$ cat src/rtl/uart_cmd_pkg.sv
// Shared types and constants for the UART command frame parser.
package uart_cmd_pkg;

    typedef enum logic [2:0] {
        ST_IDLE,
        ST_CMD,
        ST_DHI,
        ST_DLO,
        ST_CSUM
    } parser_state_t;

    localparam logic [7:0] HEADER_DEFAULT   = 8'hA5;
    localparam int         FRAME_LEN_CSUM   = 5;
    localparam int         FRAME_LEN_NOCSUM = 4;

    // 8-bit wrapping sum of the three frame body bytes.
    function automatic logic [7:0] frame_csum(input logic [7:0] c,
                                              input logic [7:0] dhi,
                                              input logic [7:0] dlo);
        return c + dhi + dlo;
    endfunction

endpackage

$ cat src/rtl/uart_cmd_parser_if.sv
// Byte-in / command-out bundle between a UART receiver and the command parser.
interface uart_cmd_parser_if;

    logic [7:0]  rx_data;
    logic        rx_valid;
    logic [7:0]  cmd;
    logic [15:0] cmd_data;
    logic        cmd_valid;
    logic        frame_err;
    logic        busy;

    modport master (
        output rx_data, rx_valid,
        input  cmd, cmd_data, cmd_valid, frame_err, busy
    );

    modport slave (
        input  rx_data, rx_valid,
        output cmd, cmd_data, cmd_valid, frame_err, busy
    );

endinterface

$ cat src/rtl/uart_cmd_timeout.sv
// Inter-byte timeout: 24-bit up-counter, expire flags the last count while enabled.
module uart_cmd_timeout #(
    parameter int TIMEOUT_CYC = 50000
) (
    input  logic RST_clk,
    input  logic RST_n,
    input  logic clear,
    input  logic enable,
    output logic expire
);

    localparam logic [23:0] CNT_LAST = 24'(TIMEOUT_CYC - 1);

    logic [23:0] cnt;

    always_ff @(posedge RST_clk or negedge RST_n) begin
        if (!RST_n) begin
            cnt <= '0;
        end else if (clear) begin
            cnt <= '0;
        end else if (enable) begin
            cnt <= cnt + 24'd1;
        end
    end

    assign expire = enable && (cnt == CNT_LAST);

endmodule

$ cat src/rtl/uart_cmd_parser.sv
// Parses HEADER,CMD,DHI,DLO[,CSUM] byte frames; UART_CMD_CHECKSUM_EN adds the CSUM byte check.
//   state   | meaning
//   IDLE    | hunting for HEADER, other bytes dropped
//   CMD     | next byte is the command code
//   DHI     | next byte is payload high
//   DLO     | next byte is payload low
//   CSUM    | next byte is the checksum (checksum build only)
module uart_cmd_parser
    import uart_cmd_pkg::*;
#(
    parameter logic [7:0] HEADER      = HEADER_DEFAULT,
    parameter int         TIMEOUT_CYC = 50000
) (
    input  logic               RST_clk,
    input  logic               RST_n,
    uart_cmd_parser_if.slave   bus
);

    parser_state_t state;
    logic [7:0]    cmd_b;
    logic [7:0]    dhi_b;
`ifdef UART_CMD_CHECKSUM_EN
    logic [7:0]    dlo_b;
`endif
    logic [7:0]    cmd_q;
    logic [15:0]   data_q;
    logic          valid_q;
    logic          err_q;

    logic tmo_clear;
    logic tmo_enable;
    logic tmo_expire;

    // Clearing on expire too means the counter is already zero when IDLE is re-entered.
    assign tmo_enable = (state != ST_IDLE);
    assign tmo_clear  = bus.rx_valid || (state == ST_IDLE) || tmo_expire;

    uart_cmd_timeout #(
        .TIMEOUT_CYC (TIMEOUT_CYC)
    ) u_timeout (
        .RST_clk (RST_clk),
        .RST_n   (RST_n),
        .clear   (tmo_clear),
        .enable  (tmo_enable),
        .expire  (tmo_expire)
    );

    always_ff @(posedge RST_clk or negedge RST_n) begin
        if (!RST_n) begin
            state   <= ST_IDLE;
            cmd_b   <= '0;
            dhi_b   <= '0;
`ifdef UART_CMD_CHECKSUM_EN
            dlo_b   <= '0;
`endif
            cmd_q   <= '0;
            data_q  <= '0;
            valid_q <= 1'b0;
            err_q   <= 1'b0;
        end else begin
            valid_q <= 1'b0;
            err_q   <= 1'b0;
            // A byte arriving on the expiry cycle takes priority over the timeout.
            if (bus.rx_valid) begin
                case (state)
                    ST_IDLE: begin
                        if (bus.rx_data == HEADER) begin
                            state <= ST_CMD;
                        end
                    end
                    ST_CMD: begin
                        cmd_b <= bus.rx_data;
                        state <= ST_DHI;
                    end
                    ST_DHI: begin
                        dhi_b <= bus.rx_data;
                        state <= ST_DLO;
                    end
`ifdef UART_CMD_CHECKSUM_EN
                    ST_DLO: begin
                        dlo_b <= bus.rx_data;
                        state <= ST_CSUM;
                    end
                    ST_CSUM: begin
                        if (bus.rx_data == frame_csum(cmd_b, dhi_b, dlo_b)) begin
                            cmd_q   <= cmd_b;
                            data_q  <= {dhi_b, dlo_b};
                            valid_q <= 1'b1;
                        end else begin
                            err_q   <= 1'b1;
                        end
                        state <= ST_IDLE;
                    end
`else
                    ST_DLO: begin
                        cmd_q   <= cmd_b;
                        data_q  <= {dhi_b, bus.rx_data};
                        valid_q <= 1'b1;
                        state   <= ST_IDLE;
                    end
`endif
                    default: begin
                        state <= ST_IDLE;
                    end
                endcase
            end else if (tmo_expire) begin
                err_q <= 1'b1;
                state <= ST_IDLE;
            end
        end
    end

    assign bus.cmd       = cmd_q;
    assign bus.cmd_data  = data_q;
    assign bus.cmd_valid = valid_q;
    assign bus.frame_err = err_q;
    assign bus.busy      = (state != ST_IDLE);

endmodule

$ cat src/flat_wrapper.sv
// flat-port wrapper written by rule: the top's interface ports become plain ports
module uart_cmd_parser_flat import uart_cmd_pkg::*;
#(
    parameter logic [7:0] HEADER      = HEADER_DEFAULT,
    parameter int         TIMEOUT_CYC = 50000
)
  (RST_clk, RST_n, bus_rx_data, bus_rx_valid, bus_cmd, bus_cmd_data, bus_cmd_valid, bus_frame_err, bus_busy);
  uart_cmd_parser_if bus_i ();
  input  logic RST_clk;
  input  logic RST_n;
  input wire logic [$bits(bus_i.rx_data)-1:0] bus_rx_data;
  input wire logic [$bits(bus_i.rx_valid)-1:0] bus_rx_valid;
  output wire logic [$bits(bus_i.cmd)-1:0] bus_cmd;
  output wire logic [$bits(bus_i.cmd_data)-1:0] bus_cmd_data;
  output wire logic [$bits(bus_i.cmd_valid)-1:0] bus_cmd_valid;
  output wire logic [$bits(bus_i.frame_err)-1:0] bus_frame_err;
  output wire logic [$bits(bus_i.busy)-1:0] bus_busy;
  assign bus_i.rx_data = bus_rx_data;
  assign bus_i.rx_valid = bus_rx_valid;
  assign bus_cmd = bus_i.cmd;
  assign bus_cmd_data = bus_i.cmd_data;
  assign bus_cmd_valid = bus_i.cmd_valid;
  assign bus_frame_err = bus_i.frame_err;
  assign bus_busy = bus_i.busy;
  uart_cmd_parser #(.HEADER(HEADER), .TIMEOUT_CYC(TIMEOUT_CYC)) u_core (.RST_clk(RST_clk), .RST_n(RST_n), .bus(bus_i));
endmodule
$ cat config.mk
export PLATFORM = sky130hd
export DESIGN_NAME = uart_cmd_parser_flat
export DESIGN_NICKNAME = d
export VERILOG_FILES = /design/src/rtl/uart_cmd_pkg.sv /design/src/rtl/uart_cmd_parser_if.sv /design/src/rtl/uart_cmd_timeout.sv /design/src/rtl/uart_cmd_parser.sv /design/src/flat_wrapper.sv
export SDC_FILE = /design/constraint.sdc
export NUM_CORES = 1
export LEC_CHECK = 0
export BUFFER_PORTS_ARGS = -buffer_cell sky130_fd_sc_hd__buf_2
export CORE_ASPECT_RATIO = 0.5
export CORE_UTILIZATION = 55
export CTS_BUF_LIST = sky130_fd_sc_hd__clkbuf_2 sky130_fd_sc_hd__clkbuf_4 sky130_fd_sc_hd__clkbuf_8
export DETAILED_ROUTE_END_ITERATION = 8
export GPL_TIMING_DRIVEN = 0
export PLACE_DENSITY = 0.76
export SETUP_SLACK_MARGIN = 0.1
export SLEW_MARGIN = 10
export SYNTH_ARGS = -nofsm -noshare
export SYNTH_HDL_FRONTEND = slang
export SYNTH_SLANG_ARGS = --single-unit
$ cat constraint.sdc
create_clock -name RST_clk -period 2.4 [get_ports RST_clk]
set_clock_uncertainty 0.05 [all_clocks]
set_input_delay 0.24 -clock RST_clk [delete_from_list [all_inputs] [get_ports RST_clk]]
set_output_delay 0.24 -clock RST_clk [all_outputs]
set_load 0.02 [all_outputs]
==> results of run 1 <==
-- power groups by stage --
stage | combinational [W] | clock, W | sequential (W)
detailed placement | 0.00122 | 0 | 0.00174
CTS | 0.00124 | 0.00110 | 0.00172
finish | 0.00123 | 0.00108 | 0.00171
floorplan | 0.000588 | 0 | 0.00195
global route | 0.00133 | 0.00114 | 0.00176
global placement | 0.00117 | 0 | 0.00171
-- worst paths after layout --
path | startpoint | endpoint | depth (start not counted)
setup / recovery | u_core.state[0] | u_core.u_timeout.cnt[4] | 7
hold / removal | bus_rx_data[3] | u_core.cmd_b[3] | 2
setup reg to reg | u_core.state[0] | u_core.u_timeout.cnt[4] | 7
hold reg to reg | u_core.u_timeout.cnt[0] | u_core.u_timeout.cnt[0] | 1
max in group asynchronous | RST_n | u_core.bus.cmd_data[6] | 2
min in group asynchronous | RST_n | u_core.u_timeout.cnt[11] | 2
-- area by class of cell --
type | instances | area (µm²)
clock inverters | 5 | 83.83
clock buffers | 11 | 151.4
well taps | 70 | 87.58
plain buffers | 8 | 38.79
repair buffers | 37 | 192.7
multi-input cells | 152 | 1167
fillers | 371 | 1573
flip-flops and latches | 68 | 1702
inverters | 7 | 26.28
-- stage by stage --
stage	power (W)	setup slack, ns	hold WS (ns)	area, µm²	std cells
after floorplan	0.002543	0.7256	-0.1056	2934	235
after detailed placement	0.002956	0.4167	0.3439	3204	341
final	0.004016	0.3484	0.1159	3450	358
after global placement	0.002880	0.4730	0.4095	3202	341
after CTS	0.004057	0.3730	0.1042	3450	358
after global routing	0.004231	0.2026	0.1128	3450	358
-- worst max-delay path, delay by kind of cell, from the launching register on --
| family | cells | cell delay [ns] |
|---|---|---|
| fa+ha+maj | 1 | 0.27 |
| simple gates | 3 | 0.47 |
| buf+inv | 2 | 0.42 |
| flops | 1 | 0.41 |
| compound gates | 1 | 0.32 |
-- placed cells by master (no fill, tap or decap), drive strengths merged --
master       count
or4              2
and3             3
or3              8
and4             3
o211ai           5
or4bb            2
nor4             2
buf             41
o31ai            2
nor4b            1
o21ai           10
clkinv           1
nor3             3
clkinvlp         2
ha               5
mux2            40
nor4bb           1
nand4            6
nor2            14
nor2b            1
dfrtp           68
and2             1
a21oi           10
nand3           13
dlygate4sd3      1
bufinv           2
clkbuf          14
xor2             9
nand2            8
inv              7
xnor2            3
-- registers in the layout, summed over array words and instances (netlist names) --
signal                flops
u_core.bus.cmd            8
u_core.dhi_b              8
u_core.state              2
u_core.cmd_b              8
u_core.bus.cmd_data      16
u_core.bus.frame_err      1
u_core.bus.cmd_valid      1
u_core.u_timeout.cnt     24
-- kinds of logic after synthesis --
| family | count (synthesis) | synth area share [%] |
|---|---|---|
| AO/OA/AOI/OAI | 27 | 5.373 |
| adder cells (fa/ha/maj) | 5 | 2.132 |
| AND/OR/NAND/NOR | 68 | 13.35 |
| buffers and inverters | 15 | 2.218 |
| flip-flops | 68 | 58.00 |
| multiplexers | 40 | 15.35 |
| XOR/XNOR | 12 | 3.582 |
-- metal layers --
layer,track usage [%],vias up,routed length [µm]
li1,-,941,-
met1,26.03,1020,2425
met2,38.93,35,2883
met3,8.354,7,231
met4,9.155,0,63
met5,0,-,0
-- repair_timing --
item,in CTS,in global routing
hold buffers,1,0
setup endpoints to repair,0,0
resized for setup,0,0
hold endpoints to repair,68,0
setup buffers,0,0
==> metrics.log, run 1 <==
[metrics] WP data arrival: 2.23 ns
[metrics] static leakage: 1.565 nW
[metrics] Total Routing Usage GR: 22.37%
[metrics] unrepaired setup endpoints after global routing: no
[metrics] number of flops mapped to enable cells by yosys: 0
[metrics] clock-pin slew on the worst setup and hold paths: 0.07 ns
[metrics] path category of the worst min-delay check: in -> reg
[metrics] cell taking the most area after synthesis: dfrtp_1
[metrics] area inside the core boundary: 0.005022 mm²
[metrics] sequential fraction of design power: 42.7%
[metrics] final hold vios: 0
[metrics] logic gate share of total power: 30.5%
[metrics] Crit Path Max Fanout: 10
[metrics] final routed wirelength across all metal layers: 5603 µm
[metrics] clk buf depth: 2
[metrics] Total Nets Final: 299
[metrics] worst slew slack as a fraction of its limit: 44.80%
[metrics] post-synth cell types: 32
[metrics] number of CTS-inserted buffers: 9
[metrics] commonest cells in the synthesized netlist: dfrtp_1 (68), mux2_2 (40), nor2_1 (14), nand3_1 (13), a21oi_1 (10)
[metrics] Pwr Density: 1164 mW/mm²
[metrics] Yosys reg bits: 68
[metrics] final HPWL from detailed placement: 3795 µm
[metrics] slowest stage cell, crit path: dfrtp_1
[metrics] Most used DFF post-synth: dfrtp_1
[metrics] setup violators final: 0
[metrics] Period Utilization, post-route: 85.48%
[metrics] die outline height: 53.65 µm
[metrics] average footprint of a synthesized cell: 12.49 µm²
[metrics] most instantiated library cell after synthesis: dfrtp_1
[metrics] width of the chip: 105.3 µm
[metrics] maximum capacitance violations: 0
[metrics] total number of vias: 2,003
[metrics] initial cell density of the core: 58.42%
[metrics] fraction of final layout cells sized beyond drive strength 1: 35.07%
[metrics] DRC violation count after routing: 0
[metrics] clock tree from TritonCTS: yes
[metrics] Sw Ratio: 32.53%
[metrics] vias in the first global route: 1,954
[metrics] fraction of the core area covered by cells at the end of the flow: 68.68%
[metrics] register-to-register setup slack: 0.35 ns
[metrics] share of the synthesized area in the top cell type: 58.00%
[metrics] weighted congestion reported at the end of routability-driven placement: 0.7778
[metrics] number of input and output port buffers inserted: 36
[metrics] global-route wire length before repair: 9170 µm
[metrics] clock latency reported for the late side of the worst-skew pair: 0.35 ns
[metrics] number of vias per cell after detailed routing: 5.595
[metrics] net switching power: 0.001306 W
[metrics] die outline area: 0.005648 mm²
[metrics] Iteration-0 DRC Markers: 103
[metrics] minimum clock period: 2.052 ns
[metrics] share of async-settable or async-resettable flops after synthesis: 100.0%
[metrics] result of the run: finished clean
[metrics] final number of max-transition violations: 0
[metrics] Clk network pwr share: 26.8%
[metrics] crit path launch type: flop
[metrics] Internal Pwr Total: 0.002709 W
[metrics] number of antenna violations at the first check in global routing: 0
[metrics] standard-cell rows: 18
[metrics] Max Clk Rate: 487.4 MHz
[metrics] top area cells in the synthesized netlist: dfrtp_1 (58%), mux2_2 (15%), xor2_1 (2.7%), nand3_1 (2.2%), ha_1 (2.1%)
[metrics] Initial DRT Pass Iterations: 4
[metrics] maximum number of pins on one net before global-route repair: 69
[metrics] total nets after synthesis: 251
[metrics] Root Driver: clkbuf_8
[metrics] depth of the CTS H-tree: 3
[metrics] clock tree sinks: 68
[metrics] data required time of the worst path: 2.58 ns
[metrics] Crit. End Element: flop
[metrics] overflow left after global routing: 0
[metrics] Post-Route Setup TNS: 0 ns
[metrics] Avg WL per Cell: 15.65 µm
[metrics] Worst Tran Pin Value: 0.8280 ns
[metrics] gate count after technology mapping: 235
[metrics] peak ir drop on the vdd network: 0.8557 mV
[metrics] cell breakdown of the critical path: inv_1 > ha_1 > nor3_1 > nand3_1 > o211ai_2 > buf_2 > nor2_1
[metrics] number of top-level pins: 38
[metrics] Worst Setup Path Type: reg -> reg
[metrics] delay of the slowest cell on the worst path: 0.41 ns
[metrics] total of warnings raised by yosys: 0
[metrics] area added between synthesis and finish: 17.57%
[metrics] count of nets left with antenna violations after detail routing: 0
[metrics] sequential-to-total area share from yosys stat: 58.00%
[metrics] ant diodes: 0
[metrics] Mapped Area: 0.002934 mm²
No activity file was read; power rests on OpenSTA's default activity.
==> run 2: changes to the inputs <==
CORE_ASPECT_RATIO = default   (was 0.5)
SYNTH_HIERARCHICAL = 1   (was default)
==> run 2 against run 1 <==
  * The run now ends with setup timing left
  * Global-route usage increased by 2.2 points
  * Critical path depth increased by 2
  * Non-clock buffer count increased by 30
  * Register-to-register slack got worse by 0.64 ns
  * Sequential share of layout area decreased by 6.5 points
  * Cell count increased by 10%
  * Synthesized cell count increased by 3.0%
  * Flip-flop and latch count unchanged
  * Total power increased by 6.8%
  * Worst hold slack got worse by 0.032 ns
  * Largest cell class unchanged
==> metrics.log, run 2 <==
[metrics] number of CTS-inserted buffers: 9 (unchanged)
[metrics] most common library cell in the layout ignoring fill and taps: dfrtp_1
[metrics] final HPWL from detailed placement: 3887 µm (+2.4%)
[metrics] DRC violation count after routing: 0 (unchanged)
[metrics] max reg flops: 24 (unchanged)
[metrics] total nets after synthesis: 258 (+2.8%)
[metrics] maximum capacitance violations: 0 (unchanged)
[metrics] number of flops mapped to enable cells by yosys: 0 (unchanged)
[metrics] area inside the core boundary: 0.005172 mm² (+3.0%)
[metrics] failing checks: setup timing
[metrics] setup violators final: 16 (+16)
[metrics] commonest cells in the synthesized netlist: dfrtp_1 (68), mux2_2 (40), nor2_1 (15), nand2_1 (10)
[metrics] Worst Tran Pin Value: 0.4676 ns (-0.3604 ns)
[metrics] die outline height: 75.94 µm (+42%)
[metrics] width of the chip: 75.94 µm (-28%)
[metrics] sequential-to-total area share from yosys stat: 56.60% (-1.4 points)
[metrics] Root Driver: clkbuf_8
[metrics] Pwr Density: 1075 mW/mm² (-7.6%)
[metrics] worst slew slack as a fraction of its limit: 68.75% (+24 points)
[metrics] maximum number of pins on one net before global-route repair: 42 (-39%)
[metrics] Total Nets Final: 335 (+12%)
[metrics] Period Utilization, post-route: 112.0% (+26 points)
[metrics] number of input and output port buffers inserted: 36 (unchanged)
[metrics] Yosys reg bits: 68 (unchanged)
[metrics] clock latency reported for the late side of the worst-skew pair: 0.35 ns (about the same)
[metrics] standard-cell rows: 26 (+8)
[metrics] total of warnings raised by yosys: 6 (+6)
[metrics] Total Routing Usage GR: 24.58% (+2.2 points)
[metrics] share of async-settable or async-resettable flops after synthesis: 100.0% (unchanged)
[metrics] data required time of the worst path: 2.63 ns (+0.05 ns)
[metrics] Mapped Area: 0.003007 mm² (+2.5%)
[metrics] final routed wirelength across all metal layers: 7197 µm (+28%)
[metrics] fraction of the core area covered by cells at the end of the flow: 77.09% (+8.4 points)
[metrics] top area cells in the synthesized netlist: dfrtp_1 (57%), mux2_2 (15%), xor2_1 (2.3%), ha_1 (2.1%), nand4_1 (1.9%)
[metrics] setup slack after layout: -0.2869 ns (-0.6352 ns)
[metrics] clock tree from TritonCTS: yes
[metrics] die outline area: 0.005766 mm² (+2.1%)
[metrics] Crit. End Element: flop
[metrics] vias in the first global route: 2,245 (+15%)
[metrics] count of nets left with antenna violations after detail routing: 0 (unchanged)
[metrics] Most used DFF post-synth: dfrtp_1
[metrics] post-synth cell types: 40 (+25%)
[metrics] final number of max-transition violations: 0 (unchanged)
[metrics] depth of the CTS H-tree: 3 (unchanged)
[metrics] fraction of final layout cells sized beyond drive strength 1: 50.31% (+15 points)
[metrics] static leakage: 1.799 nW (+15%)
[metrics] register with the most flip-flops: u_core/u_timeout/cnt
[metrics] total number of vias: 2,357 (+18%)
[metrics] minimum clock period: 2.687 ns (+0.6352 ns)
[metrics] final hold vios: 0 (unchanged)
[metrics] ant diodes: 0 (unchanged)
[metrics] unrepaired setup endpoints after global routing: yes
[metrics] overflow left after global routing: 0 (unchanged)
[metrics] Max Clk Rate: 372.2 MHz (-24%)
[metrics] peak ir drop on the vdd network: 0.7260 mV (-15%)
[metrics] area added between synthesis and finish: 32.63%
[metrics] initial cell density of the core: 58.13% (-0.29 points)
[metrics] crit path launch type: flop
[metrics] share of the synthesized area in the top cell type: 56.60% (-1.4 points)
[metrics] number of top-level pins: 38 (unchanged)
[metrics] WP data arrival: 2.91 ns (+0.68 ns)
[metrics] average footprint of a synthesized cell: 12.42 µm² (-0.49%)
[metrics] most instantiated library cell after synthesis: dfrtp_1
[metrics] cell taking the most area after synthesis: dfrtp_1
[metrics] placed instance count: 349 (+2.3%)
[metrics] number of vias per cell after detailed routing: 5.982 (+6.9%)
[metrics] clk buf depth: 2 (unchanged)
[metrics] final cell count without fillers: 394 (+10%)
[metrics] gate count after technology mapping: 242 (+3.0%)
[metrics] result of the run: finished, violations left
[metrics] weighted congestion reported at the end of routability-driven placement: 0.8716 (+12%)
[metrics] leading cell types in the layout, fill and taps excluded: dfrtp_1 (64), mux2_2 (40), buf_2 (36)
[metrics] Worst Setup Path Type: reg -> reg
[metrics] global-route wire length before repair: 10,830 µm (+18%)
[metrics] clock-pin slew on the worst setup and hold paths: 0.08 ns (about the same)
[metrics] Avg WL per Cell: 18.27 µm (+17%)
[metrics] Initial DRT Pass Iterations: 4 (unchanged)
[metrics] Crit Path Max Fanout: 5 (-5)
[metrics] path category of the worst min-delay check: in -> reg
[metrics] Iteration-0 DRC Markers: 187 (+82%)
[metrics] clock tree sinks: 68 (unchanged)
[metrics] number of antenna violations at the first check in global routing: 0 (unchanged)
## run 2: cell types whose count changed after synthesis, sizes merged, moves of 3 or more
cell	previous run	this run
nand2	8	11
nand4	6	9
o21ai	10	6
buf	5	8
nor4	2	6
o211ai	5	1
nand3	13	6
## run 2: final cells by class
class | instances | area [µm²]
well taps | 70 | 87.58
multi-input cells | 159 | 1410
clock inverters | 7 | 98.84
fillers | 308 | 1185
plain buffers | 8 | 68.82
clock buffers | 9 | 123.9
flip-flops and latches | 68 | 1707
inverters | 6 | 25.02
repair buffers | 67 | 466.7
## run 2: report_power, final
part / internal, W / switching [W] / total [W]
Combinational: 0.000727 / 0.000795 / 0.00152
Sequential: 0.00152 / 0.000186 / 0.00171
Clock: 0.000592 / 0.000467 / 0.00106
Total: 0.00284 / 0.00145 / 0.00429
## run 2: metal layers
metal,vias to the layer above,part of all wire [%],GRT usage [%]
li1,1034,-,-
met1,1191,42,32.65
met2,118,50,38.64
met3,14,6.4,5.542
met4,0,1.6,11.35
met5,-,0,0
## run 2: cell families (layout without fill, tap and decap cells)
| logic type | count (synthesis) | in the layout | synth area share, % |
|---|---|---|---|
| XOR/XNOR | 12 | 12 | 3.496 |
| adder cells (fa/ha/maj) | 5 | 5 | 2.081 |
| AND/OR/NAND/NOR | 72 | 72 | 13.40 |
| buffers and inverters | 15 | 97 | 2.372 |
| AO/OA/AOI/OAI | 27 | 27 | 5.993 |
| flip-flops | 68 | 68 | 56.60 |
| multiplexers | 43 | 43 | 16.06 |
## run 2: final timing paths
| check | start | endpoint | slack [ns] | cells past startpoint |
|---|---|---|---|---|
| hold reg to reg | u_core/bus.cmd[6] | u_core/bus.cmd[6] | 0.45 | 1 |
| setup / recovery | u_core/u_timeout/cnt[13] | u_core/u_timeout/cnt[13] | -0.29 | 9 |
| hold / removal | bus_rx_valid | u_core/bus.frame_err | 0.08 | 2 |
| max in group asynchronous | RST_n | u_core/u_timeout/cnt[4] | 1.41 | 3 |
| setup reg to reg | u_core/u_timeout/cnt[13] | u_core/u_timeout/cnt[13] | -0.29 | 9 |
| min in group asynchronous | RST_n | u_core/bus.cmd_data[14] | 0.33 | 2 |
## run 2: critical path: stages, from the launching register on
cell	delay, ns
dfrtp_1	0.44
nor4_1	0.35
nand4_1	0.21
nor4_4	0.22
or3_4	0.20
o211a_4	0.17
nand4_1	0.22
clkbuf_8	0.25
or3_1	0.34
a21oi_1	0.16
## run 2: through the flow
| step | hold slack [ns] | worst slack [ns] | instance area, µm² | setup TNS [ns] | power [W] |
|---|---|---|---|---|---|
| 2_1_floorplan | -0.1056 | -0.04309 | 3068 | -0.1209 | 0.002629 |
| 3_3_place_gp | 0.4327 | -0.5024 | 3336 | -5.878 | 0.002977 |
| 6_report | 0.08382 | -0.2869 | 3988 | -2.462 | 0.004287 |
| 3_5_place_dp | 0.1300 | -0.5062 | 3358 | -6.211 | 0.003052 |
| 5_1_grt | 0.07180 | -0.3922 | 3988 | -4.399 | 0.004506 |
| 4_1_cts | 0.07300 | -0.07681 | 3852 | -0.3700 | 0.004227 |
## run 2: repair_timing
item / CTS / global route
gates cloned: 1 / 0
resized for setup: 22 / 23
setup endpoints to repair: 24 / 24
hold buffers: 1 / 0
pin swaps: 21 / 12
buffers inserted: 19 / 10
endpoints found under the hold margin: 27 / 0
==> run 3: changes to the inputs <==
CELL_PAD_IN_SITES_DETAIL_PLACEMENT = 0   (was default)
CELL_PAD_IN_SITES_GLOBAL_PLACEMENT = 1   (was default)
CORE_UTILIZATION = 48   (was 55)
PLACE_DENSITY = default   (was 0.76)
PLACE_DENSITY_LB_ADDON = 0.1   (was default)
==> run 3 against run 2 <==
  * The run still ends with setup timing left
  * Critical path depth is the same
  * Total power shrank 4.7%
  * Global-route usage fell by 4.0 points
  * Worst hold slack about the same
  * Via count fell by 8.9%
  * Largest power group unchanged
  * Combinational power fell by 5%
  * Highest routed layer unchanged
  * Cell count unchanged
  * Register-to-register slack better by 0.15 ns
  * Clock power decreased by 12%
==> metrics.log, run 3 (synthesized netlist as in run 2, its figures left out) <==
[metrics] combined flip-flop and latch cell area: 0.001704 mm² (-0.15%)
[metrics] static leakage: 1.744 nW (-3.1%)
[metrics] vias in the first global route: 2,017 (-10%)
[metrics] die outline height: 81.15 µm (+6.9%)
[metrics] area inside the core boundary: 0.005991 mm² (+16%)
[metrics] fraction of the core area covered by cells at the end of the flow: 64.75% (-12 points)
[metrics] routed metal-1 wirelength: 2863 µm (-4.8%)
[metrics] depth of the CTS H-tree: 3 (unchanged)
[metrics] number of CTS-inserted buffers: 9 (unchanged)
[metrics] area added between synthesis and finish: 29.01%
[metrics] placed instance count: 354 (+1.4%)
[metrics] width of the chip: 81.15 µm (+6.9%)
[metrics] standard-cell rows: 28 (+7.7%)
[metrics] ant diodes: 0 (unchanged)
[metrics] register with the most flip-flops: u_core/u_timeout/cnt
[metrics] clock-pin slew on the worst setup and hold paths: 0.07 ns (about the same)
[metrics] clock tree sinks: 68 (unchanged)
[metrics] clk buf depth: 2 (unchanged)
[metrics] Period Utilization, post-route: 105.7% (-6.3 points)
[metrics] met2 routed WL: 2878 µm (-20%)
[metrics] number of top-level pins: 38 (unchanged)
[metrics] overflow left after global routing: 0 (unchanged)
[metrics] amount of wire on met3 after detailed routing: 198 µm (-57%)
[metrics] peak ir drop on the vdd network: 0.6731 mV (-7.3%)
[metrics] number of input and output port buffers inserted: 36 (unchanged)
[metrics] path category of the worst min-delay check: in -> reg
[metrics] fraction of final layout cells sized beyond drive strength 1: 48.28% (-2.0 points)
[metrics] highest routed metal layer: met4
[metrics] Pwr Total: 0.004085 W (-4.7%)
[metrics] failing checks: setup timing
[metrics] final routed wirelength across all metal layers: 6070 µm (-16%)
[metrics] Pwr Density: 1053 mW/mm² (-2.0%)
[metrics] Iteration-0 DRC Markers: 105 (-44%)
[metrics] final design instance area without fill: 0.003879 mm² (-2.7%)
[metrics] Crit. End Element: flop
[metrics] setup slack after layout: -0.1360 ns (+0.1509 ns)
[metrics] most common library cell in the layout ignoring fill and taps: dfrtp_1
[metrics] leading cell types in the layout, fill and taps excluded: dfrtp_1 (66), mux2_2 (40), buf_2 (36)
[metrics] data required time of the worst path: 2.62 ns (about the same)
[metrics] die outline area: 0.006585 mm² (+14%)
[metrics] count of nets left with antenna violations after detail routing: 0 (unchanged)
[metrics] Worst Setup Path Type: reg -> reg
[metrics] clock latency reported for the late side of the worst-skew pair: 0.34 ns (about the same)
[metrics] Total Routing Usage GR: 20.56% (-4.0 points)
[metrics] weighted congestion reported at the end of routability-driven placement: 0.7707 (-12%)
[metrics] number of antenna violations at the first check in global routing: 0 (unchanged)
[metrics] crit path launch type: flop
[metrics] Crit Path Max Fanout: 4 (-1)
[metrics] number of vias per cell after detailed routing: 5.452 (-8.9%)
[metrics] Total Nets Final: 330 (-1.5%)
[metrics] Root Driver: clkbuf_8
[metrics] combined area of the multi-input logic cells: 0.001378 mm² (-2.3%)
[metrics] final hold vios: 0 (unchanged)
[metrics] final-layout fill cell count: 487 (+58%)
[metrics] total placed instance area: 0.003372 mm² (+0.41%)
[metrics] initial cell density of the core: 50.19% (-7.9 points)
[metrics] global-route wire length before repair: 9894 µm (-8.7%)
[metrics] Post-Route Setup TNS: -0.7133 ns (+1.749 ns)
[metrics] result of the run: finished, violations left
[metrics] Max Clk Rate: 394.3 MHz (+6.0%)
[metrics] final HPWL from detailed placement: 3947 µm (+1.5%)
[metrics] setup violators final: 9 (-7)
[metrics] Avg WL per Cell: 15.41 µm (-16%)
[metrics] Initial DRT Pass Iterations: 4 (unchanged)
[metrics] minimum clock period: 2.536 ns (-0.1509 ns)
[metrics] clock tree from TritonCTS: yes
[metrics] WP data arrival: 2.76 ns (-0.15 ns)
[metrics] worst slew slack as a fraction of its limit: 69.07% (+0.31 points)
[metrics] maximum capacitance violations: 0 (unchanged)
[metrics] Worst Tran Pin Value: 0.4629 ns (-0.004700 ns)
[metrics] maximum number of pins on one net before global-route repair: 47 (+12%)
[metrics] DRC violation count after routing: 0 (unchanged)
[metrics] register-to-register setup slack: -0.14 ns (+0.15 ns)
[metrics] unrepaired setup endpoints after global routing: yes
[metrics] final number of max-transition violations: 0 (unchanged)
[metrics] final cell count without fillers: 394 (unchanged)
[metrics] total number of vias: 2,148 (-8.9%)
[metrics] max reg flops: 24 (unchanged)
==> run 3: cell count changes in the layout (fill, tap and decap cells not counted), sizes merged <==
cell | previous run | this run
inv | 8 | 7
clkbuf | 13 | 12
bufinv | 2 | 1
clkinvlp | 1 | 2
buf | 70 | 66
clkinv | 2 | 3
==> run 3: routing by layer <==
metal  vias to the layer above  global-route usage [%]
met5                         -                       0
met4                         0                   10.71
met1                      1076                   26.89
li1                       1020                       -
met3                        10                   4.494
met2                        42                   32.02
==> run 3: area by class of cell <==
| cell class | instances | area share [%] |
|---|---|---|
| buffer | 9 | 2.000 |
| clock buffer | 9 | 3.194 |
| clock inverter | 7 | 1.968 |
| inverter | 6 | 0.6452 |
| multi-input combinational | 159 | 35.52 |
| sequential | 68 | 43.94 |
| tap | 75 | 2.419 |
| timing repair buffer | 61 | 10.32 |
==> run 3: final timing paths <==
kind,endpoint,depth (start not counted),startpoint
min in group asynchronous,u_core/u_timeout/cnt[19],2,RST_n
worst min-delay path,u_core/bus.frame_err,2,bus_rx_valid
max in group asynchronous,u_core/u_timeout/cnt[11],3,RST_n
worst max-delay path,u_core/u_timeout/cnt[16],9,u_core/u_timeout/cnt[19]
worst max register to register,u_core/u_timeout/cnt[16],9,u_core/u_timeout/cnt[19]
worst min register to register,u_core/bus.cmd_data[13],1,u_core/bus.cmd_data[13]
==> run 3: power by group <==
part	switching, W	leakage (nW)	internal, W
logic	0.000746	0.787	0.000708
registers	0.000174	0.861	0.00152
clock network	0.000452	0.0958	0.000484
total	0.00137	1.74	0.00271
==> run 3: repair_timing <==
action / CTS / global route
hold buffers: 1 / 0
setup endpoints to repair: 24 / 24
setup buffers: 16 / 6
pin swaps: 14 / 3
resized for setup: 14 / 17
endpoints found under the hold margin: 22 / 0
gates cloned: 1 / 0
==> run 3: through the flow <==
stage | hold slack (ns) | setup slack (ns)
2_1_floorplan | -0.1056 | -0.04309
3_3_place_gp | 0.4331 | -0.5698
3_5_place_dp | 0.1223 | -0.5835
4_1_cts | 0.07670 | -0.1153
5_1_grt | 0.09298 | -0.2633
6_report | 0.08416 | -0.1360
==> run 3: critical path, stage by stage (launching register included) <==
cell	delay, ns
dfrtp_2	0.43
nor4_4	0.31
nand4_1	0.21
nor4_4	0.22
or3_4	0.20
buf_8	0.10
o2111a_2	0.25
nand4_1	0.18
or3_1	0.40
a21oi_2	0.12
